**config.mk**
```make
export PLATFORM = sky130hd
export DESIGN_NAME = mem_arbiter
export DESIGN_NICKNAME = d
export VERILOG_FILES = /design/src/rtl/mem_arbiter.sv
export SDC_FILE = /design/constraint.sdc
export NUM_CORES = 1
export LEC_CHECK = 0
export CAP_MARGIN = 20
export CORE_ASPECT_RATIO = 0.8
export CORE_MARGIN = 2
export CORE_UTILIZATION = 40
export CTS_CLUSTER_DIAMETER = 50
export DETAILED_ROUTE_END_ITERATION = 7
export HOLD_SLACK_MARGIN = 0.02
export PLACE_DENSITY_LB_ADDON = 0.25
export SYNTH_ARGS = -nofsm -noshare
export SYNTH_HDL_FRONTEND = slang
export SYNTH_SLANG_ARGS = --single-unit
```
**constraint.sdc**
```tcl
create_clock -name clk -period 2.2 [get_ports clk]
set_clock_uncertainty 0.05 [all_clocks]
set_input_delay 0.22 -clock clk [delete_from_list [all_inputs] [get_ports clk]]
set_output_delay 0.22 -clock clk [all_outputs]
set_load 0.01 [all_outputs]
```
**src/rtl/mem_arbiter.sv**
```systemverilog
// Arbitrates the shared pipelined main memory between I-cache fills, D-cache fills and
// D-side write-through stores; steers returning words into the owning cache data array.
module mem_arbiter #(
    parameter int unsigned MEM_LATENCY = 4,
    parameter int unsigned BLOCK_WORDS = 8,
    parameter int unsigned ADDR_W      = 16
) (
    input  logic                           clk,
    input  logic                           rst,
    input  logic                           icache_miss,
    input  logic [ADDR_W-1:0]              icache_miss_addr,
    input  logic                           dcache_miss,
    input  logic [ADDR_W-1:0]              dcache_miss_addr,
    input  logic                           dcache_wr,
    input  logic [ADDR_W-1:0]              dcache_wr_addr,
    input  logic [15:0]                    dcache_wr_data,
    output logic                           mem_en,
    output logic                           mem_wr,
    output logic [ADDR_W-1:0]              mem_addr,
    output logic [15:0]                    mem_data_out,
    input  logic [15:0]                    mem_data_in,
    input  logic                           mem_data_valid,
    output logic [15:0]                    fill_data,
    output logic [$clog2(BLOCK_WORDS)-1:0] fill_word,
    output logic                           fill_we_i,
    output logic                           fill_we_d,
    output logic                           i_done,
    output logic                           d_done,
    output logic                           wr_done,
    output logic                           busy
);

    localparam int unsigned WordW = $clog2(BLOCK_WORDS);
    // Byte offset bits inside a block: word index plus the 16-bit byte select.
    localparam int unsigned OffW = WordW + 1;
    localparam logic [WordW:0]    NumWords = (WordW + 1)'(BLOCK_WORDS);
    localparam logic [WordW-1:0]  LastWord = WordW'(BLOCK_WORDS - 1);
    localparam logic [ADDR_W-1:0] BaseMask = ~ADDR_W'((1 << OffW) - 1);

    if (BLOCK_WORDS < 2 || (BLOCK_WORDS & (BLOCK_WORDS - 1)) != 0 || MEM_LATENCY == 0
        || ADDR_W <= OffW) begin : g_param_check
        $error("mem_arbiter: bad parameters (BLOCK_WORDS power of two, MEM_LATENCY >= 1)");
    end

    typedef enum logic [1:0] {StIdle, StFillI, StFillD, StWrite} state_e;

    state_e              state_q;
    logic [WordW:0]      issue_cnt_q;
    logic [WordW-1:0]    ret_cnt_q;
    logic [ADDR_W-1:0]   base_q;
    logic [ADDR_W-1:0]   wr_addr_q;
    logic [15:0]         wr_data_q;
    logic                issuing;
    logic                filling;

    assign filling = (state_q == StFillI) || (state_q == StFillD);
    assign issuing = filling && (issue_cnt_q < NumWords);

    always_ff @(posedge clk) begin
        if (rst) begin
            state_q     <= StIdle;
            issue_cnt_q <= '0;
            ret_cnt_q   <= '0;
            base_q      <= '0;
            wr_addr_q   <= '0;
            wr_data_q   <= '0;
        end else begin
            unique case (state_q)
                StIdle: begin
                    issue_cnt_q <= '0;
                    ret_cnt_q   <= '0;
                    if (dcache_miss) begin
                        state_q <= StFillD;
                        base_q  <= dcache_miss_addr & BaseMask;
                    end else if (dcache_wr) begin
                        state_q   <= StWrite;
                        wr_addr_q <= dcache_wr_addr;
                        wr_data_q <= dcache_wr_data;
                    end else if (icache_miss) begin
                        state_q <= StFillI;
                        base_q  <= icache_miss_addr & BaseMask;
                    end
                end
                StFillI, StFillD: begin
                    if (issuing) begin
                        issue_cnt_q <= issue_cnt_q + 1'b1;
                    end
                    // Final return ends the fill regardless of the request level.
                    if (mem_data_valid) begin
                        if (ret_cnt_q == LastWord) begin
                            state_q     <= StIdle;
                            issue_cnt_q <= '0;
                            ret_cnt_q   <= '0;
                        end else begin
                            ret_cnt_q <= ret_cnt_q + 1'b1;
                        end
                    end
                end
                StWrite: state_q <= StIdle;
                default: state_q <= StIdle;
            endcase
        end
    end

    always_comb begin
        mem_en       = 1'b0;
        mem_wr       = 1'b0;
        mem_addr     = '0;
        mem_data_out = '0;
        fill_data    = '0;
        fill_word    = '0;
        fill_we_i    = 1'b0;
        fill_we_d    = 1'b0;
        i_done       = 1'b0;
        d_done       = 1'b0;
        wr_done      = 1'b0;
        case (state_q)
            StFillI, StFillD: begin
                mem_en    = issuing;
                // Offset never exceeds the block, so the sum cannot carry out of it.
                mem_addr  = issuing ? base_q + ADDR_W'({issue_cnt_q[WordW-1:0], 1'b0}) : '0;
                fill_word = ret_cnt_q;
                if (mem_data_valid) begin
                    fill_data = mem_data_in;
                    fill_we_i = (state_q == StFillI);
                    fill_we_d = (state_q == StFillD);
                    i_done    = (state_q == StFillI) && (ret_cnt_q == LastWord);
                    d_done    = (state_q == StFillD) && (ret_cnt_q == LastWord);
                end
            end
            StWrite: begin
                mem_en       = 1'b1;
                mem_wr       = 1'b1;
                mem_addr     = wr_addr_q;
                mem_data_out = wr_data_q;
                wr_done      = 1'b1;
            end
            default: ;
        endcase
    end

    assign busy = (state_q != StIdle);

endmodule
```
==> reports/metrics.yaml <==
die:
  die-area_sq_um: 7707
  die_x_um: 97.65
  initial_core_util_pct: 41.13
  die_h_um: 78.92
  coreArea_sq_um: 6824
  boundaryPins: 145
  rows: 27
cells_and_area:
  drive_gt1_share_pct: 10.48
  area_growth_pct: 58.31
  fin_nets: 571
  antennaDiodeCount: 0
  utilization_pct: 65.11
  final_area_sq_um: 4443
  final_cell_count_no_fill: 564
logic_synthesis:
  yosysTopAreaCell: "dfxtp_1"
  synth_top_area_share_pct: 37.81
  syn_inst: 346
  ys_async_sr_fraction_pct: 0
  synth_area_leaders: "dfxtp_1 38%, nand2_1 8.6%, a21oi_1 6.2%"
  yosys_most_used_dff: "dfxtp_1"
  synth_most_common_cell: "nand2_1"
  ys_seq_elements: 53
  syn_area_per_cell_sq_um: 8.111
  synthTopCellsByCount: "64 x nand2_1, 53 x dfxtp_1, 36 x nor2_1"
  yosysUniqueCellTypes: 31
  seq_area_frac_synth_pct: 37.81
  synth_edf_count: 0
  synth_nets: 441
  syn_area_sq_um: 2806
  ys_warn_count: 0
clock_tree:
  htreeDepth: 2
  cts_buffers: 5
  hold_buffers: 0
  root_buffer: "clkbuf_8"
  clkSinkCount: 53
  clock_latency_ps: 300
  cts_setup_buffers: 0
  clk_pin_slew_ps: 100
  cts_resized: 24
  cts_tree: "done"
  clock_path_buffers: 2
placement:
  hpwlAfterDp_um: 5681
  gp_congestion: 0.7752
  port_buffers: 136
  dpl_worst_slack_ps: 3.814
  place_area_sq_um: 4253
  place_inst: 556
sta:
  rsz0062_at_grt: "no"
  hold_viol: 0
  fin_crit_sh_pct: 95.40
  drv_slew: 0
  fmax_mhz: 476.5
  whs_ps: 403.1
  setup_ws_ps: 101.2
  setup_viol: 0
  min_period_ps: 2099
  tns_ps: 0
  tightestPinTransition_ps: 738.9
  relSlewSlack_pct: 50.74
power_and_ir_drop:
  power_mw: 3.406
  switching_share_pct: 33.51
  p_per_area_nw_per_um2: 766.7
  intPower_mw: 2.265
  pwr-share-clk_pct: 20.0
  pwr-share-comb_pct: 45.3
  p_leak_nw: 2.172
  vdd_drop_max_mv: 0.3469
  p_seq_share_pct: 34.7
  p_sw_mw: 1.141
global_routing:
  grt_max_degree: 44
  grt_overflow_total: 0
  globalRouteMet3Util_pct: 4.225
  antenna_found_initial: 0
  grtUsageMet1_pct: 25.40
  grt_pass1_wl_um: 12090
  track_usage_pct: 18.96
  grt_pass1_vias: 2498
  grt_use_met2_pct: 32.07
  top_usage_layer: "met2"
routing:
  ant_nets: 0
  wl_um: 7619
  drtPass1Iterations: 4
  drtIter0Drc: 70
  avgViaCountPerCell: 4.794
  drc: 0
  wire_per_inst_um: 13.51
  vias: 2704
critical_path:
  path_class: "reg2out"
  r2r_start: "state_q[0]$_SDFFE_PP0P_"
  worstPathMaxFanout: 17
  cp.required_ps: 1930
  end_kind: "output port"
  ff2ff_setup_slack_ps: 390
  reg2regPathDepth: 6
  cp.arrival_ps: 1830
  cp-start-kind: "register"
  r2r-end: "state_q[0]$_SDFFE_PP0P_"
min_path:
  holdPathStages: 2
  hold_end: "wr_data_q[5]$_SDFFE_PP0P_"
  hp-class: "reg2reg"
  holdCritStartpoint: "wr_data_q[5]$_SDFFE_PP0P_"
run_status:
  status: "finished, final reports clean"
job:
  maxCapViolCount: 0
cells in the final DEF (no fill, tap or decap), drive strengths merged, types with 2 or more instances in the layout:
cell	n
clkdlybuf4s50	97
buf	18
nor3	2
inv	4
nor2b	14
ha	9
a22oi	15
o21ai	4
a21oi	36
nand2	64
and2	22
clkbuf	8
a32oi	3
nor2	36
mux2	12
mux2i	14
clkdlybuf4s15	3
dfxtp	53
and3	18
dlymetal6s2s	21
dlygate4sd2	12
routing by layer:
metal	part of all wire, %	wire length (um)
met5	0	0
met4	0.42	32
met3	5.3	405
met2	47	3582
met1	47	3598
worst max-delay path, stage by stage (launching register included):
cell and delay [ps]:
dfxtp_1 340, buf_4 130, ha_2 210, buf_6 160, and2_1 140, clkdlybuf4s50_1 540
worst max-delay path by stage:
stage / startpoint / endpoint / cells past startpoint / slack, ps
after CTS: state_q[1]$_SDFFE_PP0P_ / fill_we_d / 5 / 2
after global routing: state_q[1]$_SDFFE_PP0P_ / mem_addr[14] / 7 / 10
after detailed placement: state_q[1]$_SDFFE_PP0P_ / mem_addr[13] / 7 / 4
after floorplan: state_q[0]$_SDFFE_PP0P_ / mem_addr[1] / 8 / 380
after global placement: state_q[0]$_SDFFE_PP0P_ / mem_addr[13] / 7 / 100
final: state_q[0]$_SDFFE_PP0P_ / mem_data_out[14] / 5 / 100
cells by family (layout without fill, tap and decap cells):
group / count (synthesis) / after routing / synth area share, %
simple gates: 163 / 163 / 28.40
compound gates: 60 / 60 / 13.02
flops: 53 / 53 / 37.81
buf+inv: 34 / 165 / 6.643
mux: 26 / 26 / 9.808
fa+ha+maj: 9 / 9 / 4.013
xor+xnor: 1 / 1 / 0.3121
cell type report:
type / count / area (sq um)
Clock inverter: 2 / 37.54
Clock buffer: 6 / 82.58
Multi-Input combinational cell: 259 / 1582
Tap cell: 87 / 108.9
Timing Repair Buffer: 153 / 1556
Inverter: 4 / 15.01
Sequential cell: 53 / 1061
Fill cell: 609 / 2381
state kept, by name, indices dropped and copies added (netlist names):
name	flops
base_q	12
issue_cnt_q	4
ret_cnt_q	3
state_q	2
wr_addr_q	16
wr_data_q	16
power groups by stage:
stage | registers [mW] | clock network (mW) | logic (mW)
after global placement | 1.20 | 0 | 1.45
after global routing | 1.20 | 0.743 | 1.68
after detailed placement | 1.20 | 0 | 1.48
after CTS | 1.18 | 0.699 | 1.57
after floorplan | 1.18 | 0 | 0.890
final | 1.18 | 0.682 | 1.54
No activity file was read; power rests on OpenSTA's default activity.
